## config.mk

```make
export PLATFORM = sky130hd
export DESIGN_NAME = pwm_multi
export DESIGN_NICKNAME = d
export VERILOG_FILES = /design/src/rtl/pwm_multi.sv
export SDC_FILE = /design/constraint.sdc
export NUM_CORES = 1
export LEC_CHECK = 0
export CORE_MARGIN = 5
export CORE_UTILIZATION = 60
export CTS_BUF_LIST = sky130_fd_sc_hd__clkbuf_16
export CTS_CLUSTER_SIZE = 40
export DETAILED_ROUTE_END_ITERATION = 16
export PLACE_DENSITY = 0.89
export SLEW_MARGIN = 10
export SYNTH_ARGS = -nofsm -noshare
export SYNTH_HDL_FRONTEND = slang
export SYNTH_SLANG_ARGS = --single-unit
```

## constraint.sdc

```tcl
create_clock -name clk -period 4.4 [get_ports clk]
set_clock_uncertainty 0.1 [all_clocks]
set_input_delay 0.66 -clock clk [delete_from_list [all_inputs] [get_ports clk]]
set_output_delay 0.66 -clock clk [all_outputs]
set_load 0.05 [all_outputs]
```

## src/rtl/pwm_multi.sv

```systemverilog
// Multi-channel PWM generator with shared prescaler/period counter and per-channel shadowed duties.
// Define PWM_RAMP_EN to make active duties slew toward their shadows by at most RAMP_STEP per period.
module pwm_multi #(
    parameter int CH        = 4,
    parameter int CW        = 12,
    parameter int PRESC     = 250,
    parameter int RAMP_STEP = 8
) (
    input  logic                                 clk,
    input  logic                                 rst,
    input  logic                                 en,
    input  logic [CW-1:0]                        period,
    input  logic [1:0]                           speed,
    input  logic                                 duty_wr,
    input  logic [((CH > 1) ? $clog2(CH) : 1)-1:0] duty_sel,
    input  logic [CW-1:0]                        duty_val,
    output logic [CH-1:0]                        pwm_out,
    output logic                                 period_start,
    output logic [1:0]                           led_speed
);

    localparam int SW = (CH > 1) ? $clog2(CH) : 1;
    localparam int PW = (PRESC > 1) ? $clog2(PRESC) : 1;
    localparam logic [PW-1:0] PRESC_LAST = PW'(PRESC - 1);

    if (CH < 1 || CH > 16 || CW < 1 || PRESC < 1 || RAMP_STEP < 1) begin : g_param_err
        $error("pwm_multi: parameter out of range");
    end

    logic [PW-1:0] presc_q, presc_d;
    logic [CW-1:0] cnt_q, cnt_d;
    logic [CW-1:0] period_act_q, period_act_d;
    logic          en_prev_q, en_prev_d;
    logic [CW-1:0] shadow_q [CH];
    logic [CW-1:0] shadow_d [CH];
    logic [CW-1:0] active_q [CH];
    logic [CW-1:0] active_d [CH];
    logic [CW-1:0] eff [CH];
    logic [CH-1:0] pwm_q, pwm_d;
    logic          period_start_q, period_start_d;
    logic [1:0]    led_speed_q, led_speed_d;

    logic          en_rise;
    logic          tick;
    logic          boundary;
    logic [CW-1:0] per_use;

`ifdef PWM_RAMP_EN
    localparam logic [CW-1:0] STEP = CW'(RAMP_STEP);

    function automatic logic [CW-1:0] ramp_to(input logic [CW-1:0] cur, input logic [CW-1:0] tgt);
        logic [CW-1:0] diff;
        if (tgt > cur) begin
            diff = tgt - cur;
            return (diff > STEP) ? cur + STEP : tgt;
        end else begin
            diff = cur - tgt;
            return (diff > STEP) ? cur - STEP : tgt;
        end
    endfunction
`endif

    always_comb begin
        en_prev_d = en;
        en_rise   = en & ~en_prev_q;
        // A fresh enable uses the live period input so counting starts in the same clk.
        per_use   = en_rise ? period : period_act_q;
        tick      = en && (presc_q == PRESC_LAST);
        boundary  = tick && (per_use != '0) && (cnt_q == per_use - CW'(1));

        if (!en || tick) presc_d = '0;
        else             presc_d = presc_q + PW'(1);

        if (!en || per_use == '0 || boundary) cnt_d = '0;
        else if (tick)                        cnt_d = cnt_q + CW'(1);
        else                                  cnt_d = cnt_q;

        period_act_d   = (en_rise || boundary) ? period : period_act_q;
        period_start_d = boundary;
        led_speed_d    = boundary ? speed : led_speed_q;

        for (int i = 0; i < CH; i++) begin
            shadow_d[i] = shadow_q[i];
            active_d[i] = active_q[i];
            if (boundary) begin
`ifdef PWM_RAMP_EN
                active_d[i] = ramp_to(active_q[i], shadow_q[i]);
`else
                active_d[i] = shadow_q[i];
`endif
            end
            // Out-of-range selects match no channel and are dropped.
            if (duty_wr && duty_sel == SW'(i)) shadow_d[i] = duty_val;

            case (led_speed_q)
                2'b11:   eff[i] = active_q[i];
                2'b10:   eff[i] = active_q[i] >> 1;
                2'b01:   eff[i] = active_q[i] >> 2;
                default: eff[i] = '0;
            endcase
            pwm_d[i] = en && (per_use != '0) && (cnt_q < eff[i]);
        end
    end

    always_ff @(posedge clk) begin
        if (rst) begin
            presc_q        <= '0;
            cnt_q          <= '0;
            period_act_q   <= '0;
            en_prev_q      <= 1'b0;
            pwm_q          <= '0;
            period_start_q <= 1'b0;
            led_speed_q    <= 2'b00;
            for (int i = 0; i < CH; i++) begin
                shadow_q[i] <= '0;
                active_q[i] <= '0;
            end
        end else begin
            presc_q        <= presc_d;
            cnt_q          <= cnt_d;
            period_act_q   <= period_act_d;
            en_prev_q      <= en_prev_d;
            pwm_q          <= pwm_d;
            period_start_q <= period_start_d;
            led_speed_q    <= led_speed_d;
            for (int i = 0; i < CH; i++) begin
                shadow_q[i] <= shadow_d[i];
                active_q[i] <= active_d[i];
            end
        end
    end

    assign pwm_out      = pwm_q;
    assign period_start = period_start_q;
    assign led_speed    = led_speed_q;

endmodule

```

==> results.sh, run 1 <==
export IMPL_synth_commonest_cells="dfxtp_1 (136), a21oi_1 (133), nand2_1 (120), o21ai_0 (79), nand3_1 (63)"
export IMPL_areaGrowthSynthToFinish_pct=13.5
export IMPL_cp_max_fo=12
export IMPL_place_gp_congestion=0.871
export IMPL_cts_setup_buffers=0
export IMPL_cts_resized=0
export IMPL_start_kind="primary input"
export IMPL_grt_max_degree=99
export IMPL_h_tree_depth=4
export IMPL_postSynthAreaPerCell_um2=7.89
export IMPL_dp_hpwl_um=12200
export IMPL_setup_violations=0
export IMPL_cp_arrival_ns=3.97
export IMPL_maxCapViolations=0
export IMPL_io_buffers=38
export IMPL_syn_nets=1042
export IMPL_dr_pass1_iters=6
export IMPL_cp_data_required_time_ns=4.58
export IMPL_synth_top_cell_by_area="dfxtp_1"
export IMPL_ys_types=47
export IMPL_slew_violations=0
export IMPL_die_area_um2=15000
export IMPL_hold_slack_ns=0.358
export IMPL_die_w_um=123
export IMPL_num_vias=6807
export IMPL_synth_most_common_cell="dfxtp_1"
export IMPL_syn_inst=963
export IMPL_synthTopCellsByArea="dfxtp_1 (36%), a21oi_1 (8.8%), ha_1 (7.7%), mux2i_1 (6.6%), nand2_1 (5.9%)"
export IMPL_antenna_left=0
export IMPL_drc=0
export IMPL_rsz0062_at_grt="no"
export IMPL_path_class="primary input to flip-flop"
export IMPL_holdBufCountCts=0
export IMPL_rr_worst_depth=10
export IMPL_drt_total_wl_um=18100
export IMPL_vias_per_cell=5.89
export IMPL_layout_drive_gt1_share_pct=6.82
export IMPL_hold_depth=2
export IMPL_first_iter_violations=533
export IMPL_p_leak_uw=0.00319
export IMPL_grt_pass1_wl_um=30000
export IMPL_powerDensity_nw_per_um2=334
export IMPL_start_util_pct=60.7
export IMPL_fp_coreArea_um2=12500
export IMPL_detail_route_wl_per_cell_um=15.7
export IMPL_nets=1049
export IMPL_fin_crit_ns=3.79
export IMPL_clock_sinks=136
export IMPL_synth_yosys_seq_area_share_pct=35.8
export IMPL_cp_end_kind="flip-flop"
export IMPL_clock_fmax_mhz=264
export IMPL_path_clk_slew_ns=0.06
export IMPL_setup_tns_ns=0
export IMPL_cp_num_cells=11
export IMPL_cts_tree="done"
export IMPL_netlist_area_leader_share_pct=35.8
export IMPL_cp_slowest_cell="nor2_1"
export IMPL_outcome="finished, final reports clean"
export IMPL_crit_chain="clkdlybuf4s50_1 > and2b_1 > buf_4 > buf_4 > mux2i_1 > xnor2_1 > nor3b_1 > mux2i_1 > a2111o_1 > nor2_1 > nor3_1"
export IMPL_ys_ff_latch=136
export IMPL_ys_flop_type="dfxtp_1"
export IMPL_antenna_found_initial=0
export IMPL_grt_ovfl_total=0
export IMPL_die_h_um=123
export IMPL_netlist_area_um2=7600
export IMPL_worst_path_buf_inv=3
export IMPL_synth_edff_count=0
export IMPL_finalHoldViolCount=0
export IMPL_grt_pass1_vias=6272
export IMPL_slew_headroom_pct=22.4
export IMPL_root_buffer="clkbuf_16"
export IMPL_critPathTopFamily="simple AND/OR/NAND/NOR gates"
export IMPL_clk_latency_ns=0.43
export IMPL_ir_worst_vdd_mv=0.386
export IMPL_worstMarginPinSlew_ns=1.16
export IMPL_finalCritPeriodShare_pct=86.2
export IMPL_diodes=0
export IMPL_yosysWarnings=0
export IMPL_numCtsBuffers=17
export IMPL_max_stage_delay_ns=0.58
export IMPL_hp_class="flip-flop to flip-flop"
export IMPL_num_io_pins=39
export IMPL_async_reset_ff_share_pct=0
export IMPL_track_usage_pct=25.0
export IMPL_fp_row_count=41
export IMPL_clk_path_buf_depth=2
-- logic make-up after synthesis --
family          synth area share (%)
simple gates                    20.6
compound gates                  19.8
flops                           35.8
buf+inv                         4.84
mux                             8.37
fa+ha+maj                       7.74
xor+xnor                        2.77
-- worst min-delay path: stages, from the launching register on --
cell,delay (ns)
dfxtp_1,0.31
nand2_1,0.05
a21oi_1,0.05
-- placed cells by master, fill, tap and decap left out, types with 2 or more instances in the layout --
| master | netlist | layout |
|---|---|---|
| dfxtp_1 | 136 | 134 |
| a21oi_1 | 133 | 133 |
| nand2_1 | 120 | 120 |
| o21ai_0 | 79 | 79 |
| nand3_1 | 63 | 63 |
| nor2_1 | 58 | 58 |
| mux2i_1 | 50 | 50 |
| ha_1 | 47 | 47 |
| clkdlybuf4s50_1 | 0 | 37 |
| inv_1 | 28 | 30 |
| nand2b_1 | 30 | 30 |
| a21o_1 | 21 | 21 |
| nor3_1 | 19 | 19 |
| clkbuf_16 | 0 | 17 |
| xor2_1 | 14 | 14 |
| buf_4 | 3 | 14 |
| mux2_2 | 12 | 12 |
| xnor2_1 | 10 | 10 |
| o21ai_1 | 10 | 10 |
| a22oi_1 | 8 | 8 |
| a211o_1 | 7 | 7 |
| and3_1 | 6 | 6 |
| or3_1 | 5 | 5 |
| and4_1 | 5 | 5 |
| nand4_1 | 5 | 5 |
| inv_6 | 0 | 5 |
| nor2b_1 | 4 | 4 |
| or2_2 | 3 | 3 |
| nor4_1 | 3 | 3 |
| clkinvlp_4 | 0 | 3 |
| or4b_2 | 2 | 2 |
| o31ai_1 | 2 | 2 |
| and2_1 | 1 | 2 |
| nor3b_1 | 3 | 2 |
| clkinv_2 | 0 | 2 |
| dfxtp_2 | 0 | 2 |
| buf_12 | 0 | 2 |
-- state kept, by name (all words and copies together) (netlist names) --
register / flops
led_speed: 2
pwm_out: 4
period_act_q: 12
cnt_q: 12
presc_q: 8
active_q: 48
en_prev_q: 1
period_start: 1
shadow_q: 48
-- path summary, 6_finish.rpt --
kind	from	end	slack [ns]
max	en	cnt_q[10]$_SDFFE_PP0P_	0.61
min	shadow_q[3][5]$_SDFFE_PP0P_	shadow_q[3][5]$_SDFFE_PP0P_	0.36
max reg2reg	en_prev_q$_SDFF_PP0_	cnt_q[10]$_SDFFE_PP0P_	0.99
min reg2reg	shadow_q[3][5]$_SDFFE_PP0P_	shadow_q[3][5]$_SDFFE_PP0P_	0.36
-- power breakdown --
group / switching, uW / internal [uW]
clock: 577 / 776
sequential: 17.2 / 1250
combinational: 161 / 98.3
-- stage by stage --
step,cells,power [uW],util (%),area (um2),worst slack [ns]
floorplan,963,1460,-,7600,1.15
global placement,1123,1550,64.5,8070,0.349
detailed placement,1123,1550,64.5,8070,0.196
CTS,1155,2900,68.9,8620,0.626
global route,1155,2970,68.9,8620,0.296
finish,1155,2880,68.9,8620,0.609
-- per-layer routing --
layer  up-vias  track usage [%]  part of all wire [%]
met3        45             4.70                   6.0
met4         0             11.0                   2.7
met5         -                0                     0
met1      3124             32.4                    44
met2       224             40.5                    47
li1       3414                -                     -
-- cell type report --
type | count | area (um2)
Clock buffer | 17 | 425
Clock inverter | 15 | 126
Fill cell | 1012 | 3890
Inverter | 28 | 105
Multi-Input combinational cell | 734 | 4510
Sequential cell | 136 | 2730
Tap cell | 172 | 215
Timing Repair Buffer | 53 | 515
No activity file was read; power rests on OpenSTA's default activity.
==> run 2, diff against run 1 <==
--- a/config.mk
+++ b/config.mk
@@ -10,8 +10,10 @@
 export CTS_BUF_LIST = sky130_fd_sc_hd__clkbuf_16
 export CTS_CLUSTER_SIZE = 40
 export DETAILED_ROUTE_END_ITERATION = 16
+export MAX_ROUTING_LAYER = met4
 export PLACE_DENSITY = 0.89
 export SLEW_MARGIN = 10
 export SYNTH_ARGS = -nofsm -noshare
 export SYNTH_HDL_FRONTEND = slang
 export SYNTH_SLANG_ARGS = --single-unit
+export TNS_END_PERCENT = 20
==> run 2 against run 1 <==
Final area did not move; critical path depth did not move; maximum frequency barely moved; hold slack got worse by 0.0045 ns; non-clock buffer count did not move; clock-buffer cell count did not move; wire length rose by 0.15%; critical endpoint unchanged; largest power group unchanged.
==> results.sh, run 2 (synthesis gave the netlist of run 1 again) <==
export IMPL_dp_hpwl_um=12200
export IMPL_fin_crit_ns=3.79
export IMPL_cp_data_required_time_ns=4.58
export IMPL_num_io_pins=39
export IMPL_setup_violations=0
export IMPL_hp_class="flip-flop to flip-flop"
export IMPL_cp_arrival_ns=3.97
export IMPL_die_h_um=123
export IMPL_detail_route_wl_per_cell_um=15.7
export IMPL_worstMarginPinSlew_ns=1.16
export IMPL_holdBufCountCts=0
export IMPL_track_usage_pct=25.7
export IMPL_drc=0
export IMPL_cp_end_kind="flip-flop"
export IMPL_clk_latency_ns=0.43
export IMPL_grt_max_degree=99
export IMPL_dr_max_layer_used="met4"
export IMPL_worst_path_buf_inv=3
export IMPL_fp_coreArea_um2=12500
export IMPL_p_leak_uw=0.00319
export IMPL_maxCapViolations=0
export IMPL_dr_pass1_iters=6
export IMPL_hold_slack_ns=0.353
export IMPL_areaGrowthSynthToFinish_pct=13.5
export IMPL_cp_slowest_cell="nor2_1"
export IMPL_finalCritPeriodShare_pct=86.1
export IMPL_h_tree_depth=4
export IMPL_finalHoldViolCount=0
export IMPL_cts_setup_buffers=0
export IMPL_final_common_cell="dfxtp_1"
export IMPL_die_w_um=123
export IMPL_first_iter_violations=608
export IMPL_layout_cells_most_common_list="dfxtp_1 (134), a21oi_1 (133), nand2_1 (120)"
export IMPL_max_stage_delay_ns=0.57
export IMPL_ir_worst_vdd_mv=0.386
export IMPL_clk_path_buf_depth=2
export IMPL_antenna_left=0
export IMPL_rr_worst_depth=10
export IMPL_crit_chain="clkdlybuf4s50_1 > and2b_1 > buf_4 > buf_4 > mux2i_1 > xnor2_1 > nor3b_1 > mux2i_1 > a2111o_1 > nor2_1 > nor3_1"
export IMPL_powerDensity_nw_per_um2=335
export IMPL_clock_fmax_mhz=264
export IMPL_layout_drive_gt1_share_pct=6.82
export IMPL_place_gp_congestion=0.885
export IMPL_vias_per_cell=5.90
export IMPL_dr_wl_met3_um=1090
export IMPL_wirelength_met1_um=8030
export IMPL_cts_resized=0
export IMPL_die_area_um2=15000
export IMPL_slew_headroom_pct=22.3
export IMPL_critPathTopFamily="simple AND/OR/NAND/NOR gates"
export IMPL_cp_max_fo=12
export IMPL_grt_pass1_vias=6260
export IMPL_clock_sinks=136
export IMPL_drt_total_wl_um=18100
export IMPL_hp_start="shadow_q[3][5]$_SDFFE_PP0P_"
export IMPL_rr_startpoint="en_prev_q$_SDFF_PP0_"
export IMPL_final_cells=1155
export IMPL_start_kind="primary input"
export IMPL_hold_depth=2
export IMPL_setup_tns_ns=0
export IMPL_numCtsBuffers=17
export IMPL_path_class="primary input to flip-flop"
export IMPL_rsz0062_at_grt="no"
export IMPL_path_clk_slew_ns=0.06
export IMPL_antenna_found_initial=0
export IMPL_wl_met2_um=8490
export IMPL_cp_num_cells=11
export IMPL_fp_row_count=41
export IMPL_root_buffer="clkbuf_16"
export IMPL_grt_pass1_wl_um=30000
export IMPL_fillers=1012
export IMPL_outcome="finished, final reports clean"
export IMPL_dp_cells=1123
export IMPL_nets=1049
export IMPL_cts_tree="done"
export IMPL_diodes=0
export IMPL_io_buffers=38
export IMPL_slew_violations=0
export IMPL_grt_ovfl_total=0
export IMPL_num_vias=6817
export IMPL_cp_startpoint="en"
export IMPL_largestRegisters="active_q (48), shadow_q (48)"
export IMPL_start_util_pct=60.7
-- run 2: cell counts in the layout (fill, tap and decap cells not counted) --
No cell type changed its count.
-- run 2: layout make-up --
type,instances,area (um2),share of cell area [%]
Clock buffer,17,425,4.93
Clock inverter,15,126,1.47
Inverter,28,105,1.22
Multi-Input combinational cell,734,4510,52.3
Sequential cell,136,2730,31.6
Tap cell,172,215,2.50
Timing Repair Buffer,53,515,5.98
-- run 2: through the flow --
step | setup WS, ns | utilization (%) | power (uW) | area, um2
after global routing | 0.293 | 68.9 | 2980 | 8620
after global placement | 0.349 | 64.5 | 1550 | 8070
final | 0.611 | 68.9 | 2890 | 8620
after floorplan | 1.15 | - | 1460 | 7600
after detailed placement | 0.196 | 64.5 | 1550 | 8070
after CTS | 0.626 | 68.9 | 2900 | 8620
-- run 2: worst paths after layout --
| check | slack, ns | end |
|---|---|---|
| setup / recovery | 0.61 | cnt_q[10]$_SDFFE_PP0P_ |
| hold reg to reg | 0.35 | shadow_q[3][5]$_SDFFE_PP0P_ |
| hold / removal | 0.35 | shadow_q[3][5]$_SDFFE_PP0P_ |
| setup reg to reg | 0.99 | cnt_q[10]$_SDFFE_PP0P_ |
-- run 2: worst register-to-register path: stages, from the launching register on --
cell and delay [ns]:
dfxtp_1 0.32, and2b_1 0.44, buf_4 0.23, buf_4 0.19
mux2i_1 0.24, xnor2_1 0.14, nor3b_1 0.23, mux2i_1 0.18
a2111o_1 0.46, nor2_1 0.57, nor3_1 0.15
-- run 2: metal layers --
layer / track usage, % / up-vias
met5: - / -
met4: 11.0 / 0
met3: 4.70 / 46
met2: 40.5 / 235
met1: 32.5 / 3132
li1: - / 3404
-- run 2: power breakdown --
group	total (uW)	leakage, uW	switching (uW)	internal, uW
combinational	259	0.00182	161	98.3
clock	1360	0.000271	579	776
sequential	1270	0.00110	17.2	1250
==> run 3, diff against run 2 <==
--- a/config.mk
+++ b/config.mk
@@ -6,12 +6,12 @@
 export NUM_CORES = 1
 export LEC_CHECK = 0
 export CORE_MARGIN = 5
-export CORE_UTILIZATION = 60
+export CORE_UTILIZATION = 50
 export CTS_BUF_LIST = sky130_fd_sc_hd__clkbuf_16
 export CTS_CLUSTER_SIZE = 40
 export DETAILED_ROUTE_END_ITERATION = 16
 export MAX_ROUTING_LAYER = met4
-export PLACE_DENSITY = 0.89
+export PLACE_DENSITY = 0.77
 export SLEW_MARGIN = 10
 export SYNTH_ARGS = -nofsm -noshare
 export SYNTH_HDL_FRONTEND = slang
==> run 3 against run 2 <==
Total power grew 4.0%; non-clock buffer count up 1; clock-buffer cell count unchanged; critical endpoint is now cnt_q[9]$_SDFFE_PP0P_.
==> results.sh, run 3 (synthesis gave the netlist of run 1 again) <==
export IMPL_p_leak_uw=0.00322
export IMPL_num_vias=6703
export IMPL_powerDensity_nw_per_um2=345
export IMPL_h_tree_depth=4
export IMPL_finalHoldViolCount=0
export IMPL_path_class="primary input to flip-flop"
export IMPL_layout_drive_gt1_share_pct=7.02
export IMPL_antenna_found_initial=0
export IMPL_grt_pass1_wl_um=31100
export IMPL_nets=1050
export IMPL_rr_startpoint="en_prev_q$_SDFF_PP0_"
export IMPL_cp_end_kind="flip-flop"
export IMPL_vias_per_cell=5.72
export IMPL_clk_latency_ns=0.43
export IMPL_rsz0062_at_grt="no"
export IMPL_hp_class="flip-flop to flip-flop"
export IMPL_areaGrowthSynthToFinish_pct=14.6
export IMPL_outcome="finished, final reports clean"
export IMPL_num_io_pins=39
export IMPL_clk_path_buf_depth=2
export IMPL_fp_coreArea_um2=15000
export IMPL_place_gp_congestion=0.844
export IMPL_numCtsBuffers=17
export IMPL_hold_depth=2
export IMPL_layout_cells_most_common_list="dfxtp_1 (134), a21oi_1 (133), nand2_1 (120)"
export IMPL_drc=0
export IMPL_slew_violations=0
export IMPL_power_uw=3000
export IMPL_antenna_left=0
export IMPL_setup_violations=0
export IMPL_grt_ovfl_total=0
export IMPL_drt_total_wl_um=18600
export IMPL_clock_fmax_mhz=270
export IMPL_first_iter_violations=600
export IMPL_setup_tns_ns=0
export IMPL_fp_row_count=45
export IMPL_rr_worst_depth=9
export IMPL_r2r_slack_ns=1.13
export IMPL_r2r_end="cnt_q[9]$_SDFFE_PP0P_"
export IMPL_dr_pass1_iters=5
export IMPL_cp_data_required_time_ns=4.57
export IMPL_path_clk_slew_ns=0.06
export IMPL_io_buffers=38
export IMPL_whs_endpoint="shadow_q[2][10]$_SDFFE_PP0P_"
export IMPL_die_h_um=133
export IMPL_die_w_um=133
export IMPL_die_area_um2=17800
export IMPL_cp_arrival_ns=3.88
export IMPL_diodes=0
export IMPL_holdBufCountCts=0
export IMPL_detail_route_wl_per_cell_um=15.9
export IMPL_start_kind="primary input"
export IMPL_cts_setup_buffers=0
export IMPL_cts_resized=0
export IMPL_cp_max_fo=15
export IMPL_clock_sinks=136
export IMPL_track_usage_pct=21.9
export IMPL_hp_start="shadow_q[2][10]$_SDFFE_PP0P_"
export IMPL_worstMarginPinSlew_ns=0.992
export IMPL_grt_max_degree=99
export IMPL_fin_crit_ns=3.71
export IMPL_slew_headroom_pct=33.9
export IMPL_start_util_pct=50.5
export IMPL_finalCritPeriodShare_pct=84.3
export IMPL_dp_hpwl_um=12500
export IMPL_maxCapViolations=0
export IMPL_cts_tree="done"
export IMPL_ir_worst_vdd_mv=0.281
export IMPL_grt_pass1_vias=6267
export IMPL_largestRegisters="active_q (48), shadow_q (48)"
export IMPL_root_buffer="clkbuf_16"
export IMPL_final_common_cell="dfxtp_1"
-- run 3: final cells by class --
cell class	instances	area, um2
Tap cell	188	235
Sequential cell	136	2730
Fill cell	1341	6330
Timing Repair Buffer	54	536
Multi-Input combinational cell	734	4510
Clock buffer	17	425
Clock inverter	14	170
Inverter	28	105
-- run 3: worst max-delay path by stage --
stage	from	to	slack [ns]
finish	en	cnt_q[9]$_SDFFE_PP0P_	0.69
global route	en	active_q[1][8]$_SDFFE_PP0P_	0.44
CTS	en	cnt_q[9]$_SDFFE_PP0P_	0.73
detailed placement	en	cnt_q[9]$_SDFFE_PP0P_	0.33
global placement	en	cnt_q[7]$_SDFFE_PP0P_	0.43
floorplan	led_speed[0]$_SDFFE_PP0P_	pwm_out[0]$_SDFF_PP0_	1.15
-- run 3: critical path: stages --
cell             delay, ns
clkdlybuf4s50_1       0.56
and2b_1               0.22
buf_4                 0.26
mux2i_1               0.15
or3_1                 0.39
a211oi_1              0.24
o311ai_1              0.21
a2111o_1              0.45
nor2_1                0.58
nor3_1                0.15
-- run 3: power by group --
| part | total (uW) | switching [uW] | leakage (uW) | internal [uW] |
|---|---|---|---|---|
| Clock | 1470 | 575 | 0.000290 | 893 |
| Combinational | 263 | 163 | 0.00183 | 99.4 |
| Sequential | 1270 | 17.0 | 0.00110 | 1250 |
-- run 3: metrics by stage --
stage	area, um2	setup WS [ns]	util, %	hold WS, ns	cells
after floorplan	7600	1.15	-	0.333	963
after global placement	8110	0.428	54.0	0.344	1140
after detailed placement	8110	0.328	54.0	0.350	1140
after CTS	8710	0.733	57.9	0.359	1171
after global routing	8710	0.445	57.9	0.373	1171
final	8710	0.693	57.9	0.356	1171
-- run 3: metal layers --
layer / track usage (%) / vias to the layer above / part of all wire [%]
met5: - / - / 0
met4: 7.31 / 0 / 1.6
met3: 4.34 / 20 / 4.2
met2: 32.8 / 154 / 46
met1: 29.8 / 3129 / 49
li1: - / 3400 / -
